[src/rtl/signed_bin2bcd_seq.sv]
// signed_bin2bcd_seq
// Sequential binary to BCD converter with sign extraction. A DATA_W-bit word,
// two's complement when SIGNED = 1, is split into a sign flag and a magnitude.
// The magnitude is converted to DIGITS packed BCD digits by a serial
// double-dabble engine that handles one bit per clock. The result feeds the
// 7-segment digit decoders.
//
// Optional feature, macro BCD_ZERO_BLANK_EN:
//   Adds the o_blank output. Bit k (k >= 1) is set when digit k and every
//   higher digit are zero, so the decoders can suppress leading zeros.
//   Bit 0 is always clear, so a zero result still shows a single "0".
//   When the macro is undefined the port and its logic do not exist.
//
// Handshake (valid/ready): a word transfers on a rising edge where both
// i_valid and o_ready are 1. i_data is sampled only on that edge. While
// o_ready is 0, i_valid is ignored and nothing is queued. The producer may
// hold i_valid high for as long as it likes. o_done is a single-cycle pulse
// that marks o_bcd/o_neg (and o_blank) as freshly updated. There is no
// backpressure on the result side.

module signed_bin2bcd_seq #(
  parameter int DATA_W = 8,
  parameter int DIGITS = 3,
  parameter bit SIGNED = 1'b1
) (
  input  logic                  clk,
  input  logic                  rst_n,
  input  logic                  i_valid,
  input  logic [DATA_W-1:0]     i_data,
  output logic                  o_ready,
  output logic                  o_done,
  output logic                  o_neg,
  output logic [4*DIGITS-1:0]   o_bcd
`ifdef BCD_ZERO_BLANK_EN
  ,
  output logic [DIGITS-1:0]     o_blank
`endif
);

  // ---------------------------------------------------------------------------
  // Elaboration-time parameter checks
  // ---------------------------------------------------------------------------

  // 10^n evaluated at 128 bits, wide enough for any DIGITS that could matter.
  function automatic logic [127:0] pow10(input int n);
    logic [127:0] p;
    p = 128'd1;
    for (int i = 0; i < n; i++) begin
      p = p * 128'd10;
    end
    return p;
  endfunction

  localparam logic [127:0] DEC_RANGE = pow10(DIGITS);
  localparam logic [127:0] BIN_RANGE = 128'd1 << DATA_W;

  generate
    if (DATA_W < 2 || DATA_W > 32) begin : g_width_err
      $error("signed_bin2bcd_seq: DATA_W must be in 2..32");
    end
    if (DIGITS < 1) begin : g_digits_err
      $error("signed_bin2bcd_seq: DIGITS must be at least 1");
    end
    if (DEC_RANGE < BIN_RANGE) begin : g_range_err
      $error("signed_bin2bcd_seq: DIGITS too small to hold 2^DATA_W");
    end
  endgenerate

  // ---------------------------------------------------------------------------
  // Types, constants and state
  // ---------------------------------------------------------------------------

  localparam int                CNT_W    = $clog2(DATA_W);
  localparam logic [CNT_W-1:0]  CNT_LAST = CNT_W'(DATA_W - 1);

  typedef enum logic {
    S_IDLE  = 1'b0,
    S_SHIFT = 1'b1
  } state_t;

  // state_q is the single point of truth for the FSM and is left easy to
  // probe hierarchically (u_dut.state_q).
  state_t                 state_q;
  state_t                 state_d;

  logic [DATA_W-1:0]      bin_q;       // binary bits still to be shifted in
  logic [4*DIGITS-1:0]    scratch_q;   // BCD digits being built up
  logic [CNT_W-1:0]       cnt_q;       // number of shifts already done
  logic                   neg_q;       // sign of the word in flight

  logic                   accept;      // handshake fires on this edge
  logic                   finish;      // last shift happens on this edge

  logic                   in_neg;
  logic [DATA_W-1:0]      in_mag;

  logic [4*DIGITS-1:0]    scratch_adj; // digits after the add-3 correction
  logic [4*DIGITS-1:0]    scratch_sh;  // digits after the shift
  logic [DATA_W-1:0]      bin_sh;      // binary word after the shift

  // ---------------------------------------------------------------------------
  // FSM
  // ---------------------------------------------------------------------------

  // State register.
  always_ff @(posedge clk or negedge rst_n) begin
    if (!rst_n) begin
      state_q <= S_IDLE;
    end else begin
      state_q <= state_d;
    end
  end

  // Next state: leave IDLE on a handshake and return after the last shift.
  always_comb begin
    state_d = state_q;
    case (state_q)
      S_IDLE:  if (i_valid)             state_d = S_SHIFT;
      S_SHIFT: if (cnt_q == CNT_LAST)   state_d = S_IDLE;
      default:                          state_d = S_IDLE;
    endcase
  end

  // FSM outputs: ready in IDLE, plus the accept and finish strobes.
  always_comb begin
    o_ready = (state_q == S_IDLE);
    accept  = (state_q == S_IDLE) && i_valid;
    finish  = (state_q == S_SHIFT) && (cnt_q == CNT_LAST);
  end

  // ---------------------------------------------------------------------------
  // Datapath
  // ---------------------------------------------------------------------------

  // Sign split. The negation stays at DATA_W bits, so the most negative word
  // maps to 2^(DATA_W-1) as an unsigned magnitude without overflowing.
  always_comb begin
    in_neg = SIGNED && i_data[DATA_W-1];
    in_mag = in_neg ? (~i_data + DATA_W'(1)) : i_data;
  end

  // One double-dabble step: add 3 to every digit >= 5, then shift
  // {scratch, bin} left by one bit.
  always_comb begin
    scratch_adj = scratch_q;
    for (int k = 0; k < DIGITS; k++) begin
      if (scratch_q[4*k +: 4] >= 4'd5) begin
        scratch_adj[4*k +: 4] = scratch_q[4*k +: 4] + 4'd3;
      end
    end
    scratch_sh = {scratch_adj[4*DIGITS-2:0], bin_q[DATA_W-1]};
    bin_sh     = {bin_q[DATA_W-2:0], 1'b0};
  end

  // Working registers: load on accept, step once per clock while shifting.
  always_ff @(posedge clk or negedge rst_n) begin
    if (!rst_n) begin
      bin_q     <= '0;
      scratch_q <= '0;
      cnt_q     <= '0;
      neg_q     <= 1'b0;
    end else if (accept) begin
      bin_q     <= in_mag;
      scratch_q <= '0;
      cnt_q     <= '0;
      neg_q     <= in_neg;
    end else if (state_q == S_SHIFT) begin
      bin_q     <= bin_sh;
      scratch_q <= scratch_sh;
      cnt_q     <= cnt_q + CNT_W'(1);
    end
  end

  // Result registers: updated only on the final shift. They hold their value
  // through the next conversion, so the display does not flicker.
  always_ff @(posedge clk or negedge rst_n) begin
    if (!rst_n) begin
      o_done <= 1'b0;
      o_neg  <= 1'b0;
      o_bcd  <= '0;
    end else begin
      o_done <= finish;
      if (finish) begin
        o_neg <= neg_q;
        o_bcd <= scratch_sh;
      end
    end
  end

`ifdef BCD_ZERO_BLANK_EN
  logic [DIGITS-1:0] blank_d;
  logic              hi_zero;

  // Leading-zero mask: walk down from the top digit and stop blanking at the
  // first nonzero digit. Digit 0 is never blanked.
  always_comb begin
    blank_d = '0;
    hi_zero = 1'b1;
    for (int k = DIGITS - 1; k >= 1; k--) begin
      hi_zero    = hi_zero && (scratch_sh[4*k +: 4] == 4'd0);
      blank_d[k] = hi_zero;
    end
  end

  // Blank mask register, updated together with o_bcd.
  always_ff @(posedge clk or negedge rst_n) begin
    if (!rst_n) begin
      o_blank <= '0;
    end else if (finish) begin
      o_blank <= blank_d;
    end
  end
`endif

endmodule

[config.mk]
export PLATFORM = sky130hd
export DESIGN_NAME = signed_bin2bcd_seq
export DESIGN_NICKNAME = d
export VERILOG_FILES = /design/src/rtl/signed_bin2bcd_seq.sv
export SDC_FILE = /design/constraint.sdc
export NUM_CORES = 1
export LEC_CHECK = 0
export CORE_AREA = 2 2 75 59
export CTS_BUF_LIST = sky130_fd_sc_hd__clkbuf_4 sky130_fd_sc_hd__clkbuf_8
export DETAILED_ROUTE_END_ITERATION = 10
export DIE_AREA = 0 0 77 61
export PLACE_DENSITY_LB_ADDON = 0.25
export SLEW_MARGIN = 10
export SYNTH_ARGS = -nofsm -noshare
export SYNTH_HDL_FRONTEND = slang
export SYNTH_SLANG_ARGS = --single-unit
export TNS_END_PERCENT = 30
[constraint.sdc]
create_clock -name clk -period 1.4 [get_ports clk]
set_input_delay 0.14 -clock clk [delete_from_list [all_inputs] [get_ports clk]]
set_output_delay 0.14 -clock clk [all_outputs]
set_load 0.01 [all_outputs]
==> metrics.cfg <==
[clock_network]
clk_pin_slew_ps=70
clkSinkCount=39
clock_latency_ps=280
cts_tree=done
clockRootBuffer=clkbuf_8
cts_buffer_depth=2
cts_made_buffers=5
h-tree-depth=2

[route]
drc_errors=0
postRouteAntennaNets=0
wl_per_cell_um=15.03
routed_via_density=5.257
vias=1593
first_pass_iters=4
wirelength_um=4553
drt_iter0_markers=94

[global_route]
gr-total-overflow=0
antenna_found_initial=0
grt_max_degree=23
grt_pass1_wl_um=7672
grtUsageMet1_pct=26.35
grt_pass1_vias=1686
busiest_layer=met2
grt_use_total_pct=21.41
grt_util_met2_pct=39.10
grt_util_met3_pct=4.613

[critical_path]
cpMaxStageDelayCell=dfrtp_1
cp_max_fo=3
path_cells=ha_2 > nand2b_4 > a21oi_4 > mux2i_2 > mux2_4
arrival_ps=1730
critPathCaptureType=flip-flop
r2r_slack_ps=-100
path_class=flip-flop to flip-flop
worstSetupStartpointType=flip-flop
max_stage_delay_ps=420
cp.required_ps=1620

[layout]
drive_above_1_share_pct=33.06
fin_nets=269
areaGrowthSynthToFinish_pct=42.33
antennaDiodeCount=0

[sta]
period_share_pct=107.4
holdWs_ps=332.4
fmax_mhz=665.2
hold_viol=0
rsz0062_at_grt=true
setup_slack_ps=-103.3
layout_min_cycle_time_ps=1503
drv_slew=0
slew-limit-headroom_pct=69.39
setup_viol_count_final=6
tightest_slew_ps=459.2
clock_skew_ps=7.473

[floorplanning]
fp.dieArea_sq_um=4697
rows=20
start_util_pct=49.72
dieHeight_um=61
fp.dieW_um=77
io-pin-count=26
core_region_area_sq_um=3954

[placed_design]
place_congestion=0.9038
io_buffer_count=25
hpwlAfterDp_um=3051
post-place-ws_ps=-229.4

[synth]
async_reset_ff_share_pct=100.0
synth_area_sq_um=1966
syn-instance-count=188
synth_edf_count=0
ys_warn_count=0
ys_ff_latch=39
ys_types=35
seq_area_frac_synth_pct=49.65
synth_fp_nets=208
ys_dominant_reg_cell=dfrtp_1
syn_area_per_cell_sq_um=10.46

[power_and_ir_drop]
p_per_area_nw_per_um2=2122
p_total_mw=5.936
p_leak_nw=1.272
vdd_drop_max_mv=1.190

[status]
violations=setup timing
status=complete, but fails checks

[min_path]
hold_path_class=input port to asynchronous set/reset pin

[job]
maxCapViolations=0

final timing paths:
path,start,end,depth (start not counted)
min in group clk,bin_q[1]$_DFFE_PN0P_,bin_q[2]$_DFFE_PN0P_,2
setup reg to reg,scratch_q[8]$_DFFE_PN0P_,o_bcd[10]$_DFFE_PN0P_,5
hold / removal,rst_n,scratch_q[7]$_DFFE_PN0P_,2
max in group asynchronous,rst_n,o_bcd[9]$_DFFE_PN0P_,3
hold reg to reg,bin_q[1]$_DFFE_PN0P_,bin_q[2]$_DFFE_PN0P_,2
setup / recovery,scratch_q[8]$_DFFE_PN0P_,o_bcd[10]$_DFFE_PN0P_,5
area by class of cell:
cell class | instances | area [sq um]
Fill cell | 300 | 1156
Multi-Input combinational cell | 129 | 1069
Sequential cell | 39 | 977.2
Timing Repair Buffer | 63 | 560.5
Clock buffer | 6 | 76.32
Tap cell | 55 | 68.82
Inverter | 11 | 46.29
worst max-delay path: cells and delay by family, from the launching register on:
kind                     cells  cell delay, ps
flip-flops                   1             420
AND/OR/NAND/NOR              1             150
adder cells (fa/ha/maj)      1             200
multiplexers                 2             490
AO/OA/AOI/OAI                1             180
what timing repair did:
item	4_1_cts	5_1_grt
buffers inserted	4	1
pin swaps	6	5
hold buffers	1	0
hold endpoints to repair	18	0
resized for setup	32	13
endpoints found under the setup margin	17	17
where the power goes:
group | internal [mW] | leakage (nW) | total, mW | switching (mW)
combinational | 1.83 | 0.742 | 3.24 | 1.41
clock | 0.352 | 0.0406 | 0.719 | 0.367
sequential | 1.62 | 0.490 | 1.98 | 0.361
total | 3.80 | 1.27 | 5.94 | 2.13
layout by cell type, fill, tap and decap left out, types with 2 or more instances in the layout:
master	netlist	final
o21ai_1	0	3
inv_1	10	4
a21oi_4	0	3
nor2_1	6	6
mux2i_2	0	3
buf_4	0	34
xnor2_1	5	5
mux2_4	0	5
a22o_1	5	5
nor3_1	3	3
nand3_1	3	3
or3_1	2	2
mux2_2	9	4
clkbuf_8	0	5
a21o_1	9	9
buf_12	0	2
o21ai_0	16	13
nand2b_4	0	3
a21oi_1	12	8
ha_2	0	4
nor3b_1	9	8
inv_2	0	6
o31ai_1	2	2
nand2_1	14	13
and2_1	3	3
mux2i_1	5	2
clkdlybuf4s50_1	0	23
dfrtp_1	39	38
ha_4	0	4
state kept, by name, summed over array words and instances (netlist names):
register / count
neg_q: 1
o_neg: 1
state_q: 1
cnt_q: 3
scratch_q: 12
o_done: 1
bin_q: 8
o_bcd: 12
Yosys cell counts (3+ instances only):
cell type | count | area share (%)
dfrtp_1 | 39 | 50
o21ai_0 | 16 | 4.1
nand2_1 | 14 | 2.7
a21oi_1 | 12 | 3.1
inv_1 | 10 | 1.9
a21o_1 | 9 | 3.4
ha_1 | 9 | 5.7
mux2_2 | 9 | 5.2
nor3b_1 | 9 | 3.4
buf_2 | 7 | 1.8
nor2_1 | 6 | 1.1
a22o_1 | 5 | 2.2
mux2i_1 | 5 | 2.5
xnor2_1 | 5 | 2.2
nand2b_1 | 4 | 1.3
and2_1 | 3 | 0.95
nand3_1 | 3 | 0.76
nor3_1 | 3 | 0.76
cell families (layout without fill, tap and decap cells):
group | after synthesis | in the layout | share of synthesized area, %
XOR/XNOR | 6 | 6 | 2.673
adder cells (fa/ha/maj) | 9 | 9 | 5.729
multiplexers | 14 | 14 | 7.702
AND/OR/NAND/NOR | 50 | 50 | 13.94
buffers and inverters | 20 | 80 | 4.265
flip-flops | 39 | 39 | 49.65
AO/OA/AOI/OAI | 50 | 50 | 16.04
per-layer routing:
layer  vias up  share of wire [%]
li1        785                  -
met1       783                 46
met2        23                 51
met3         2                2.7
met4         0               0.31
met5         -                  0
through the flow:
step / util [%] / TNS, ps / instance area [sq um] / cells
3_5_place_dp: 63.42 / -1619 / 2507 / 291
5_1_grt: 70.76 / -668.1 / 2798 / 303
3_3_place_gp: 63.42 / -1081 / 2507 / 291
4_1_cts: 69.65 / -29.59 / 2754 / 302
6_report: 70.76 / -241.1 / 2798 / 303
2_1_floorplan: - / -88.81 / 1971 / 188
Note: power is estimated with default switching activity, not from simulation.
